===== config.mk =====
export PLATFORM = sky130hd
export DESIGN_NAME = cpu_ctrl_mc_flat
export DESIGN_NICKNAME = d
export VERILOG_FILES = /design/src/rtl/cpu_ctrl_mc_pkg.sv /design/src/rtl/cpu_ctrl_mc_if.sv /design/src/rtl/cpu_ctrl_mc_wait_cnt.sv /design/src/rtl/cpu_ctrl_mc.sv /design/src/flat_wrapper.sv
export SDC_FILE = /design/constraint.sdc
export NUM_CORES = 1
export LEC_CHECK = 0
export ABC_CLOCK_PERIOD_IN_PS = 2500
export CORE_MARGIN = 4
export CORE_UTILIZATION = 40
export DETAILED_ROUTE_END_ITERATION = 6
export HOLD_SLACK_MARGIN = 0.15
export PLACE_DENSITY = 0.75
export SYNTH_ARGS = -nofsm -noshare
export SYNTH_HDL_FRONTEND = slang
export SYNTH_SLANG_ARGS = --single-unit

===== constraint.sdc =====
create_clock -name clk -period 2.5 [get_ports clk]
set_clock_uncertainty 0.2 [all_clocks]
set_input_delay 0.5 -clock clk [delete_from_list [all_inputs] [get_ports clk]]
set_output_delay 0.5 -clock clk [all_outputs]
set_load 0.005 [all_outputs]

===== src/rtl/cpu_ctrl_mc_pkg.sv =====
// Shared constants for the multicycle controller and the datapath:
// state codes, opcode/op fields, nsel/vsel mux encodings, strobe bundle.
package cpu_ctrl_pkg;

  typedef enum logic [3:0] {
    S_RST    = 4'd0,  S_IF1   = 4'd1,  S_IF2    = 4'd2,  S_UPC    = 4'd3,
    S_DEC    = 4'd4,  S_WR_IMM = 4'd5, S_GET_A  = 4'd6,  S_GET_B  = 4'd7,
    S_EXEC   = 4'd8,  S_WR_REG = 4'd9, S_ADDR   = 4'd10, S_LATCH  = 4'd11,
    S_MEM_RD = 4'd12, S_MEM_WR = 4'd13, S_HALT  = 4'd14, S_ERR    = 4'd15
  } state_t;

  localparam logic [2:0] OPC_LDR = 3'b011;
  localparam logic [2:0] OPC_STR = 3'b100;
  localparam logic [2:0] OPC_ALU = 3'b101;
  localparam logic [2:0] OPC_MOV = 3'b110;
  localparam logic [2:0] OPC_HLT = 3'b111;

  localparam logic [1:0] OP_MOVR = 2'b00;
  localparam logic [1:0] OP_CMP  = 2'b01;
  localparam logic [1:0] OP_MOVI = 2'b10;

  localparam logic [1:0] NSEL_RN = 2'd0;
  localparam logic [1:0] NSEL_RD = 2'd1;
  localparam logic [1:0] NSEL_RM = 2'd2;

  localparam logic [1:0] VSEL_C     = 2'd0;
  localparam logic [1:0] VSEL_PC    = 2'd1;
  localparam logic [1:0] VSEL_IMM8  = 2'd2;
  localparam logic [1:0] VSEL_MDATA = 2'd3;

  // All controller strobes, built in one place and fanned out to the bus.
  typedef struct packed {
    logic       loadir;
    logic       loadpc;
    logic       pc_rst;
    logic       msel;
    logic       mwrite;
    logic       load_addr;
    logic [1:0] nsel;
    logic [1:0] vsel;
    logic       write;
    logic       asel;
    logic       bsel;
    logic       loada;
    logic       loadb;
    logic       loadc;
    logic       loads;
    logic       halted;
  } ctrl_t;

endpackage


===== src/rtl/cpu_ctrl_mc_if.sv =====
// Controller <-> datapath bus: decode fields in, strobes and debug state out.
interface cpu_ctrl_mc_if #(parameter int STATE_W = 5);
  logic [2:0]         opcode;
  logic [1:0]         op;
  logic               loadir, loadpc, pc_rst, msel, mwrite, load_addr;
  logic [1:0]         nsel, vsel;
  logic               write, asel, bsel, loada, loadb, loadc, loads, halted;
  logic [STATE_W-1:0] state;

  // Controller side
  modport master (
    input  opcode, op,
    output loadir, loadpc, pc_rst, msel, mwrite, load_addr, nsel, vsel,
           write, asel, bsel, loada, loadb, loadc, loads, halted, state
  );

  // Datapath side
  modport slave (
    output opcode, op,
    input  loadir, loadpc, pc_rst, msel, mwrite, load_addr, nsel, vsel,
           write, asel, bsel, loada, loadb, loadc, loads, halted, state
  );
endinterface


===== src/rtl/cpu_ctrl_mc_wait_cnt.sv =====
// Memory wait-state counter: cleared on state entry, counts while the
// state is held, done once the count reaches MEM_WAIT.
module cpu_wait_cnt #(parameter int MEM_WAIT = 1) (
  input  logic clk,
  input  logic rst_n,
  input  logic clr,
  output logic done
);
  localparam logic [3:0] WAIT_V = 4'(MEM_WAIT);

  logic [3:0] cnt;

  assign done = (cnt == WAIT_V);

  // Clear wins; saturate at the target so a held state never wraps.
  always_ff @(posedge clk or negedge rst_n) begin
    if (!rst_n)      cnt <= '0;
    else if (clr)    cnt <= '0;
    else if (!done)  cnt <= cnt + 4'd1;
  end
endmodule


===== src/rtl/cpu_ctrl_mc.sv =====
// Multicycle controller FSM for the 16-bit teaching CPU.
// Optional macro CPU_CTRL_STEP_EN: adds a 'step' input; UPC waits for a
// step rising edge before decoding (one instruction per key press).
module cpu_ctrl_mc
  import cpu_ctrl_pkg::*;
#(
  parameter int MEM_WAIT = 1,
  parameter int STATE_W  = 5
) (
  input  logic clk,
  input  logic reset,
`ifdef CPU_CTRL_STEP_EN
  input  logic step,
`endif
  cpu_ctrl_mc_if.master bus
);
  state_t st, st_n;
  ctrl_t  c;
  logic   wait_done, cnt_clr, step_go;

`ifdef CPU_CTRL_STEP_EN
  logic step_q;
  // Registered edge detector on the step key.
  always_ff @(posedge clk or negedge reset) begin
    if (!reset) step_q <= 1'b0;
    else        step_q <= step;
  end
  assign step_go = step & ~step_q;
`else
  assign step_go = 1'b1;
`endif

  cpu_wait_cnt #(.MEM_WAIT(MEM_WAIT)) u_wait (
    .clk   (clk),
    .rst_n (reset),
    .clr   (cnt_clr),
    .done  (wait_done)
  );

  // Any state change restarts the wait count, so each wait state starts at 0.
  assign cnt_clr = (st_n != st);

  // State register; reset aborts immediately to RST.
  always_ff @(posedge clk or negedge reset) begin
    if (!reset) st <= S_RST;
    else        st <= st_n;
  end

  // Next state and Moore strobes (decode fields refine a few states).
  always_comb begin
    st_n = st;
    c    = '0;
    unique case (st)
      S_RST: begin
        c.loadpc = 1'b1;
        c.pc_rst = 1'b1;
        st_n     = S_IF1;
      end
      S_IF1: begin
        c.msel = 1'b1;
        if (wait_done) st_n = S_IF2;
      end
      S_IF2: begin
        c.msel   = 1'b1;
        c.loadir = 1'b1;
        st_n     = S_UPC;
      end
      S_UPC: begin
        // Increment only on the exit cycle so a stepped wait bumps PC once.
        c.loadpc = step_go;
        if (step_go) st_n = S_DEC;
      end
      S_DEC: begin
        if (bus.opcode == OPC_MOV && bus.op == OP_MOVI)      st_n = S_WR_IMM;
        else if (bus.opcode == OPC_MOV && bus.op == OP_MOVR) st_n = S_GET_B;
        else if (bus.opcode == OPC_ALU || bus.opcode == OPC_LDR ||
                 bus.opcode == OPC_STR)                      st_n = S_GET_A;
        else if (bus.opcode == OPC_HLT)                      st_n = S_HALT;
        else                                                 st_n = S_ERR;
      end
      S_WR_IMM: begin
        c.nsel  = NSEL_RN;
        c.vsel  = VSEL_IMM8;
        c.write = 1'b1;
        st_n    = S_IF1;
      end
      S_GET_A: begin
        c.nsel  = NSEL_RN;
        c.loada = 1'b1;
        st_n    = (bus.opcode == OPC_ALU) ? S_GET_B : S_ADDR;
      end
      S_GET_B: begin
        c.nsel  = (bus.opcode == OPC_STR) ? NSEL_RD : NSEL_RM;
        c.loadb = 1'b1;
        st_n    = S_EXEC;
      end
      S_EXEC: begin
        if (bus.opcode == OPC_ALU && bus.op == OP_CMP) begin
          c.loads = 1'b1;
          st_n    = S_IF1;
        end else begin
          c.loadc = 1'b1;
          c.asel  = (bus.opcode != OPC_ALU);
          st_n    = (bus.opcode == OPC_STR) ? S_MEM_WR : S_WR_REG;
        end
      end
      S_WR_REG: begin
        c.nsel  = NSEL_RD;
        c.vsel  = (bus.opcode == OPC_LDR) ? VSEL_MDATA : VSEL_C;
        c.write = 1'b1;
        st_n    = S_IF1;
      end
      S_ADDR: begin
        c.bsel  = 1'b1;
        c.loadc = 1'b1;
        st_n    = S_LATCH;
      end
      S_LATCH: begin
        c.load_addr = 1'b1;
        st_n        = (bus.opcode == OPC_LDR) ? S_MEM_RD : S_GET_B;
      end
      S_MEM_RD: begin
        if (wait_done) st_n = S_WR_REG;
      end
      S_MEM_WR: begin
        c.mwrite = 1'b1;
        if (wait_done) st_n = S_IF1;
      end
      S_HALT, S_ERR: begin
        c.halted = 1'b1;
      end
      default: st_n = S_ERR;
    endcase
  end

  assign bus.loadir    = c.loadir;
  assign bus.loadpc    = c.loadpc;
  assign bus.pc_rst    = c.pc_rst;
  assign bus.msel      = c.msel;
  assign bus.mwrite    = c.mwrite;
  assign bus.load_addr = c.load_addr;
  assign bus.nsel      = c.nsel;
  assign bus.vsel      = c.vsel;
  assign bus.write     = c.write;
  assign bus.asel      = c.asel;
  assign bus.bsel      = c.bsel;
  assign bus.loada     = c.loada;
  assign bus.loadb     = c.loadb;
  assign bus.loadc     = c.loadc;
  assign bus.loads     = c.loads;
  assign bus.halted    = c.halted;
  assign bus.state     = STATE_W'(st);

endmodule


===== src/flat_wrapper.sv =====
// flat-port wrapper written by rule: the top's interface ports become plain ports
module cpu_ctrl_mc_flat import cpu_ctrl_pkg::*;
#(
  parameter int MEM_WAIT = 1,
  parameter int STATE_W  = 5
)
  (clk, reset, bus_opcode, bus_op, bus_loadir, bus_loadpc, bus_pc_rst, bus_msel, bus_mwrite, bus_load_addr, bus_nsel, bus_vsel, bus_write, bus_asel, bus_bsel, bus_loada, bus_loadb, bus_loadc, bus_loads, bus_halted, bus_state);
  cpu_ctrl_mc_if #(.STATE_W(STATE_W)) bus_i ();
  input  logic clk;
  input  logic reset;
  input wire logic [$bits(bus_i.opcode)-1:0] bus_opcode;
  input wire logic [$bits(bus_i.op)-1:0] bus_op;
  output wire logic [$bits(bus_i.loadir)-1:0] bus_loadir;
  output wire logic [$bits(bus_i.loadpc)-1:0] bus_loadpc;
  output wire logic [$bits(bus_i.pc_rst)-1:0] bus_pc_rst;
  output wire logic [$bits(bus_i.msel)-1:0] bus_msel;
  output wire logic [$bits(bus_i.mwrite)-1:0] bus_mwrite;
  output wire logic [$bits(bus_i.load_addr)-1:0] bus_load_addr;
  output wire logic [$bits(bus_i.nsel)-1:0] bus_nsel;
  output wire logic [$bits(bus_i.vsel)-1:0] bus_vsel;
  output wire logic [$bits(bus_i.write)-1:0] bus_write;
  output wire logic [$bits(bus_i.asel)-1:0] bus_asel;
  output wire logic [$bits(bus_i.bsel)-1:0] bus_bsel;
  output wire logic [$bits(bus_i.loada)-1:0] bus_loada;
  output wire logic [$bits(bus_i.loadb)-1:0] bus_loadb;
  output wire logic [$bits(bus_i.loadc)-1:0] bus_loadc;
  output wire logic [$bits(bus_i.loads)-1:0] bus_loads;
  output wire logic [$bits(bus_i.halted)-1:0] bus_halted;
  output wire logic [$bits(bus_i.state)-1:0] bus_state;
  assign bus_i.opcode = bus_opcode;
  assign bus_i.op = bus_op;
  assign bus_loadir = bus_i.loadir;
  assign bus_loadpc = bus_i.loadpc;
  assign bus_pc_rst = bus_i.pc_rst;
  assign bus_msel = bus_i.msel;
  assign bus_mwrite = bus_i.mwrite;
  assign bus_load_addr = bus_i.load_addr;
  assign bus_nsel = bus_i.nsel;
  assign bus_vsel = bus_i.vsel;
  assign bus_write = bus_i.write;
  assign bus_asel = bus_i.asel;
  assign bus_bsel = bus_i.bsel;
  assign bus_loada = bus_i.loada;
  assign bus_loadb = bus_i.loadb;
  assign bus_loadc = bus_i.loadc;
  assign bus_loads = bus_i.loads;
  assign bus_halted = bus_i.halted;
  assign bus_state = bus_i.state;
  cpu_ctrl_mc #(.MEM_WAIT(MEM_WAIT), .STATE_W(STATE_W)) u_core (.clk(clk), .reset(reset), .bus(bus_i));
endmodule

Word-level counts from Yosys, hierarchy flattened:

Index checks and enable logic that the tools add are counted.
W data, S select, Z words.

* word-level logic and storage cells: 74
* bits of input ports: 7
* register bits after elaboration: 8

* $add $sub $neg: 1
* reductions and logical operators: 11
* equality and inequality tests: 26
* mux-type cells: 34

Operator list (count)
* $pmux W4 S12: 1
* $mux W4: 11
* $eq A4 B4 Y1 const B: 8
* $eq A4 B3 Y1 const B: 4
* $mux W1: 16
* $eq A3 B3 Y1 const B: 4
* $eq A4 B1 Y1 const B: 2
* $eq A4 B2 Y1 const B: 2
* $pmux W3 S2: 1
* $reduce_or A2 Y1: 3
* $add A4 B1 Y4 const B: 1
* $logic_not A4 Y1: 1
* $mux W2: 2
* $ne A4 B4 Y1: 1
* $pmux W2 S2: 1
* $eq A3 B2 Y1 const B: 1
* $logic_and A1 B1 Y1: 3
* $mux W3: 1
* $ne A3 B3 Y1 const B: 1
* $reduce_or A3 Y1: 1
* $eq A2 B1 Y1 const B: 1
* $eq A2 B2 Y1 const B: 1
* $logic_not A2 Y1: 1
* $logic_or A1 B1 Y1: 2
* other kinds (2): 2

Logic depth before layout (Yosys ltp):

Gate-level depths: netlist of run 1.

* depth after elaboration: 9
* mapped depth: 8

Modules after synthesis:

A second synthesis of run 1 with hierarchy kept.

* cells, all modules: 117
* area, all modules: 905.9 um^2

By module, submodules not included
* cpu_ctrl_mc: instances 1, sequential area each 100.1 um^2, cells each 97, area each 688.2 um^2
* cpu_wait_cnt: instances 1, sequential area each 100.1 um^2, cells each 20, area each 217.7 um^2

Worst setup path before layout of run 1:

Ideal clock, no wire load.

* path kind: reg2reg
* start: reg u_core.u_wait.cnt[1]
* end: reg u_core.u_wait.cnt[0]
* stages on the path, launching flop included: 9
* required time: 2.166 ns
* clock period less this slack: 1.989 ns
* path slack: 0.511 ns
* data arrival time: 1.656 ns
* path buffers: 0
* cell sequence: dfrtp_1 inv_1 ha_1 nor3b_1 o21ai_0 a32oi_1 o211ai_1 xor2_1 nor3_1

* longest elaborated chain between the ends: 5
* elaborated cells between the ends (all ways): 8
* classes of those cells: 3 x eq/ne; 5 x mux

RTL lines
* start: declaration: RTL line cpu_ctrl_mc_wait_cnt.sv:11 `logic [3:0] cnt;`
* start signal: assignment: RTL line cpu_ctrl_mc_wait_cnt.sv:19 `else if (!done) cnt <= cnt + 4'd1;`
* $eq A4 B1 Y1 (*): RTL line cpu_ctrl_mc_wait_cnt.sv:13 `assign done = (cnt == WAIT_V);`
* $mux W4, on equally long branches: RTL line cpu_ctrl_mc.sv:127, cpu_ctrl_mc.sv:61, cpu_ctrl_mc.sv:123
* $pmux W4 S12 (*): RTL line cpu_ctrl_mc.sv:53 `unique case (st)`
* named net u_core.st_n[3]: RTL line cpu_ctrl_mc.sv:17 `state_t st, st_n;`
* $ne A4 B4 Y1 (*): RTL line cpu_ctrl_mc.sv:41 `assign cnt_clr = (st_n != st);`
* $ne A2 B1 Y1 (no source line) / $mux W4 (equally long branches)

The timed path passes the listed nets; every way through them passes the cells marked *.
A chain may end at the register's enable or synchronous reset.

Worst setup path in the final report of run 1:

* start: reg u_core.st[3]
* end: out bus_loadpc

* longest elaborated chain between the ends: 3
* elaborated cells between the ends (all ways): 4
* classes of those cells: 1 x eq/ne; 1 x mux; 2 x reduce/logical

RTL lines
* start: declaration: RTL line cpu_ctrl_mc.sv:17
* start signal: assignment: RTL line cpu_ctrl_mc.sv:46 `else st <= st_n;`
* $eq A4 B2 Y1 / $logic_not A4 Y1 (equally long branches): RTL line cpu_ctrl_mc.sv:53
* $reduce_or A2 Y1 (no source line) (*)
* $mux W1 (*): RTL line cpu_ctrl_mc.sv:53
* end: declaration: RTL line flat_wrapper.sv:14 `output wire logic [$bits(bus_i.loadpc)-1:0] bus_loadpc;`

Mark *: on every way between the ends. The rest lies on a longest branch, timed or not.

==> out/metrics.csv, run 1 <==
metric;value;unit
clockRootBuffer;clkbuf_4;
synth.mux.area_fraction;0;
clockBufferDepth;2;
drv_slew;0;
cp_max_fo;9;
power.density;985;nW/um^2
cts_buffers;3;
start_kind;flop;
synth_nets;130;
diodes;0;
drt_drc_violations_left;0;
h-tree-depth;1;
whs;327;ps
ys.flop_type;dfrtp_1;
row_count;16;
clkTransAtPathRegs;50;ps
p_total;1.36;mW
cp_slowest_stage_delay;490;ps
rsz0062_at_grt;yes;
routed_wl;2820;microns
postPlaceCellArea;1250;sq um
ant_nets;0;
p_leak;0.624;nW
synth_area_leaders;dfrtp_1 (23%), nor2_1 (9.4%), a21oi_1 (5.2%), nand2_1 (4.3%), nor3_1 (4.0%);
cp.required;1800;ps
first_pass_iters;4;
synth_top_family_by_area;simple AND/OR/NAND/NOR gates;
grt_pass1_vias;955;
place.gp.congestion;0.834;
netlist_area;875;sq um
vdd_drop_max;0.000754;V
period_needed;2410;ps
synthSimpleGateAreaFrac;0.358;
cts_tree;done;
syn_avg_cell_area;7.23;sq um
antenna_found_initial;0;
synthXorXnorAreaFrac;0.0401;
synth_cells;121;
async_flop_share;1.00;
core-area;2020;sq um
fill_cells;172;
overflow;0;
arrival;1710;ps
start_util;0.433;
layout-drive-gt1-share;0.267;
ys_ff_latch;8;
maxCapViolations;0;
ys_types;41;
hpwl;2030;microns
cts_sinks;8;
drtIter0Drc;34;
cts.hold.buffers_added;0;
fin_area;1380;sq um
vias;1082;
path_buf_inv;1;
setup_viol;0;
crit_slowest_cell;clkdlybuf4s50_1;
routed_via_density;5.64;
chipWidth;54.8;microns
synth_top_area_frac;0.229;
grtUsageTotal;0.188;
final_hold_viol_count;0;
path_class;flop to primary output;
crit_family;simple AND/OR/NAND/NOR gates;
clock_latency;250;ps
grt_pass1_wl;4130;microns
holdCritPathClass;primary input to asynchronous set/reset pin;
synth_fa_ha_area_frac;0.0286;
cp_cell_sequence;or2_4 > and3b_1 > clkdlybuf4s50_1;
grt_max_degree;17;
yosysTopAreaCell;dfrtp_1;
finalCritPeriodShare;0.964;
wl_per_cell;14.7;microns
critPathCaptureType;primary output;
synth_warnings;0;
layout_common_cells;buf_4 (21), nor2_1 (20), clkdlybuf4s50_1 (20);
post-route-util;0.681;
ys_seq_area_frac;0.229;
die-area;3000;sq um
synth_enable_flop_cells;0;
fin_nets;176;
fmax;0.415;GHz
io_pins;30;
portBuffers;28;
mostFrequentLayoutCell;buf_4;
synth-compound-area-share;0.255;
area_growth;57.5;%
status;complete, no violations;
die_h;54.8;microns
## final cells by class
| class | count | area (sq um) | share of cell area |
|---|---|---|---|
| Clock buffer | 3 | 22.5 | 0.0163 |
| Inverter | 4 | 15.0 | 0.0109 |
| Multi-Input combinational cell | 100 | 649 | 0.471 |
| Sequential cell | 8 | 203 | 0.147 |
| Tap cell | 27 | 33.8 | 0.0245 |
| Timing Repair Buffer | 50 | 454 | 0.330 |
## cells in the mapped netlist, types with 3 or more instances
| cell type | number |
|---|---|
| nand2_1 | 10 |
| buf_2 | 3 |
| inv_1 | 4 |
| o211ai_1 | 3 |
| nand3b_1 | 3 |
| o21ai_0 | 6 |
| nand2b_1 | 5 |
| nor2_1 | 22 |
| nand3_1 | 3 |
| a21oi_1 | 9 |
| dfrtp_1 | 8 |
| nor3_1 | 7 |
## final timing paths
kind / start / end / slack, ps / cells after the start
min reg2reg: u_core.u_wait.cnt[3] / u_core.u_wait.cnt[3] / 430 / 3
min: reset / u_core.st[0] / 330 / 1
min in group clk: u_core.u_wait.cnt[3] / u_core.u_wait.cnt[3] / 430 / 3
max: u_core.st[3] / bus_loadpc / 90 / 3
max in group asynchronous: reset / u_core.st[2] / 1490 / 1
max reg2reg: u_core.st[1] / u_core.u_wait.cnt[0] / 150 / 8
## layer usage
metal  global-route usage  routed length (microns)
met1                0.226                     1070
met3               0.0436                      225
met4               0.0498                       15
met5                    0                        0
met2                0.329                     1510
## worst register-to-register path, delay by kind of cell (launching register included)
kind	cells	cell delay, ps
flip-flops	1	380
AND/OR/NAND/NOR	3	690
buffers and inverters	2	360
AO/OA/AOI/OAI	3	620
## registers in the layout, indices dropped and copies added (netlist names)
| register | count |
|---|---|
| u_core.st | 4 |
| u_core.u_wait.cnt | 4 |
## stage by stage
stage	setup slack, ps	std cells	TNS (ps)
floorplan	511	121	0
global route	-18.7	192	-24.6
detailed placement	-261	183	-1310
global placement	-225	183	-1190
finish	89.5	192	0
CTS	-6.74	190	-6.74
## report_power, final
group | leakage [nW] | switching [mW] | internal [mW]
Clock | 0.0138 | 0.0391 | 0.0546
Sequential | 0.102 | 0.0566 | 0.175
Combinational | 0.508 | 0.516 | 0.515
## cells by family after synthesis
kind of cell	after synthesis
compound gates	32
xor+xnor	4
other cells	1
buf+inv	13
simple gates	61
fa+ha+maj	2
flops	8
## repair_timing
item / in CTS / in global routing
buffers inserted: 4 / 2
pin swaps: 0 / 1
endpoints found under the setup margin: 7 / 10
gates resized for setup: 10 / 15
(Power assumes the default switching activity.)
==> run 2, diff against run 1 <==
- CORE_MARGIN: 4 -> 2
==> run 2 against run 1 <==
Worst setup slack got worse by 45 ps. Critical path depth rose by 2. Global-route usage rose by 3.8 points. Final area fell by 2.5%. Maximum frequency fell by 1.8%. Critical endpoint is now bus_vsel[1]. Count of clock-buffer cells in the layout did not move. First-iteration DRC count fell by 26%. Non-clock buffer count fell by 1. Sequential power barely moved. Clock power rose by 5.5%.
==> out/metrics.csv, run 2 (synthesis gave the netlist of run 1 again) <==
metric;value;unit
hpwl;2050;microns
drtIter0Drc;25;
h-tree-depth;1;
setup_viol;0;
overflow;0;
reg_top3;u_core.st (4), u_core.u_wait.cnt (4);
crit_slowest_cell;clkdlybuf4s50_1;
power.density;990;nW/um^2
vdd_drop_max;0.000674;V
grt_pass1_wl;4490;microns
ant_nets;0;
period_needed;2460;ps
core-area;2020;sq um
r2r_slack;160;ps
routed_via_density;5.50;
cts_sinks;8;
row_count;16;
crit_family;simple AND/OR/NAND/NOR gates;
finalCritPeriodShare;0.982;
startpoint;u_core.st[2];
drt_drc_violations_left;0;
final_cells;191;
routed_wl;2730;microns
final_hold_viol_count;0;
start_util;0.433;
clock_latency;250;ps
arrival;1760;ps
post-route-util;0.664;
rsz0062_at_grt;yes;
first_pass_iters;4;
cp_cell_sequence;nand2b_2 > nor2_1 > nor2_1 > nor2_1 > clkdlybuf4s50_1;
path_buf_inv;1;
clkTransAtPathRegs;50;ps
timing.rr.end;u_core.u_wait.cnt[0];
grt_pass1_vias;1006;
drv_slew;0;
wl_per_cell;14.3;microns
layout_common_cells;clkdlybuf4s50_1 (22), nor2_1 (20), buf_4 (20);
rr_startpoint;u_core.st[1];
mostFrequentLayoutCell;clkdlybuf4s50_1;
maxCapViolations;0;
status;complete, no violations;
p_leak;0.579;nW
start_kind;flop;
cts_tree;done;
post-place-cells;184;
cts.hold.buffers_added;0;
grt_max_degree;18;
portBuffers;28;
postPlaceCellArea;1260;sq um
clockBufferDepth;2;
whs;319;ps
fmax;0.407;GHz
cts_buffers;3;
cp.required;1800;ps
area_growth;53.5;%
reg2reg_depth;8;
place.gp.congestion;0.820;
io_pins;30;
chipWidth;50.8;microns
diodes;0;
cpMostUsedCell;nor2_1;
fin_area;1340;sq um
fin_nets;175;
holdCritPathClass;primary input to asynchronous set/reset pin;
cp_slowest_stage_delay;510;ps
layout-drive-gt1-share;0.262;
clockRootBuffer;clkbuf_4;
die-area;2580;sq um
cp_max_fo;8;
antenna_found_initial;0;
grtUsageTotal;0.225;
critPathCaptureType;primary output;
path_class;flop to primary output;
vias;1051;
die_h;50.8;microns
-- run 2: worst max-delay path by stage --
stage	depth (start not counted)	end	slack [ps]
3_3_place_gp	6	bus_nsel[0]	-200
2_1_floorplan	8	u_core.u_wait.cnt[0]	510
5_1_grt	5	bus_nsel[0]	-60
3_5_place_dp	5	bus_loadc	-250
4_1_cts	6	bus_vsel[1]	-10
6_report	5	bus_vsel[1]	40
-- run 2: per-layer routing --
metal / share of wire / track usage
met1: 0.44 / 0.275
met5: 0 / 0
met3: 0.033 / 0.0327
met2: 0.50 / 0.406
met4: 0.018 / 0.0676
-- run 2: power by group --
part	switching (mW)	internal (mW)	total, mW
clock network	0.0440	0.0549	0.0989
logic	0.498	0.497	0.995
registers	0.0600	0.175	0.235
total	0.602	0.727	1.33
-- run 2: final cells by class --
type | count | area [sq um]
flip-flops and latches | 8 | 203
clock buffers | 3 | 22.5
repair buffers | 49 | 430
multi-input cells | 100 | 638
fillers | 176 | 679
inverters | 4 | 15.0
well taps | 27 | 33.8
-- run 2: worst register-to-register path: stages, from the launching register on --
cell and delay, ps:
dfrtp_1 380, buf_4 170, buf_4 190, or3b_1 410, a21oi_1 140, nor2_1 60
a211oi_1 350, o31ai_2 160, nor3_1 200
-- run 2: timing repair --
item | 4_1_cts | 5_1_grt
pin swaps | 1 | 0
endpoints found under the hold margin | 0 | 0
endpoints found under the setup margin | 7 | 8
resized for setup | 13 | 11
setup buffers | 4 | 0
-- run 2: stage by stage --
stage / setup TNS (ps) / worst slack, ps / power, mW
finish: 0 / 44.5 / 1.33
global route: -146 / -60.5 / 1.44
CTS: -11.1 / -9.55 / 1.29
detailed placement: -1750 / -249 / 1.17
global placement: -1230 / -198 / 1.14
floorplan: 0 / 511 / 0.801
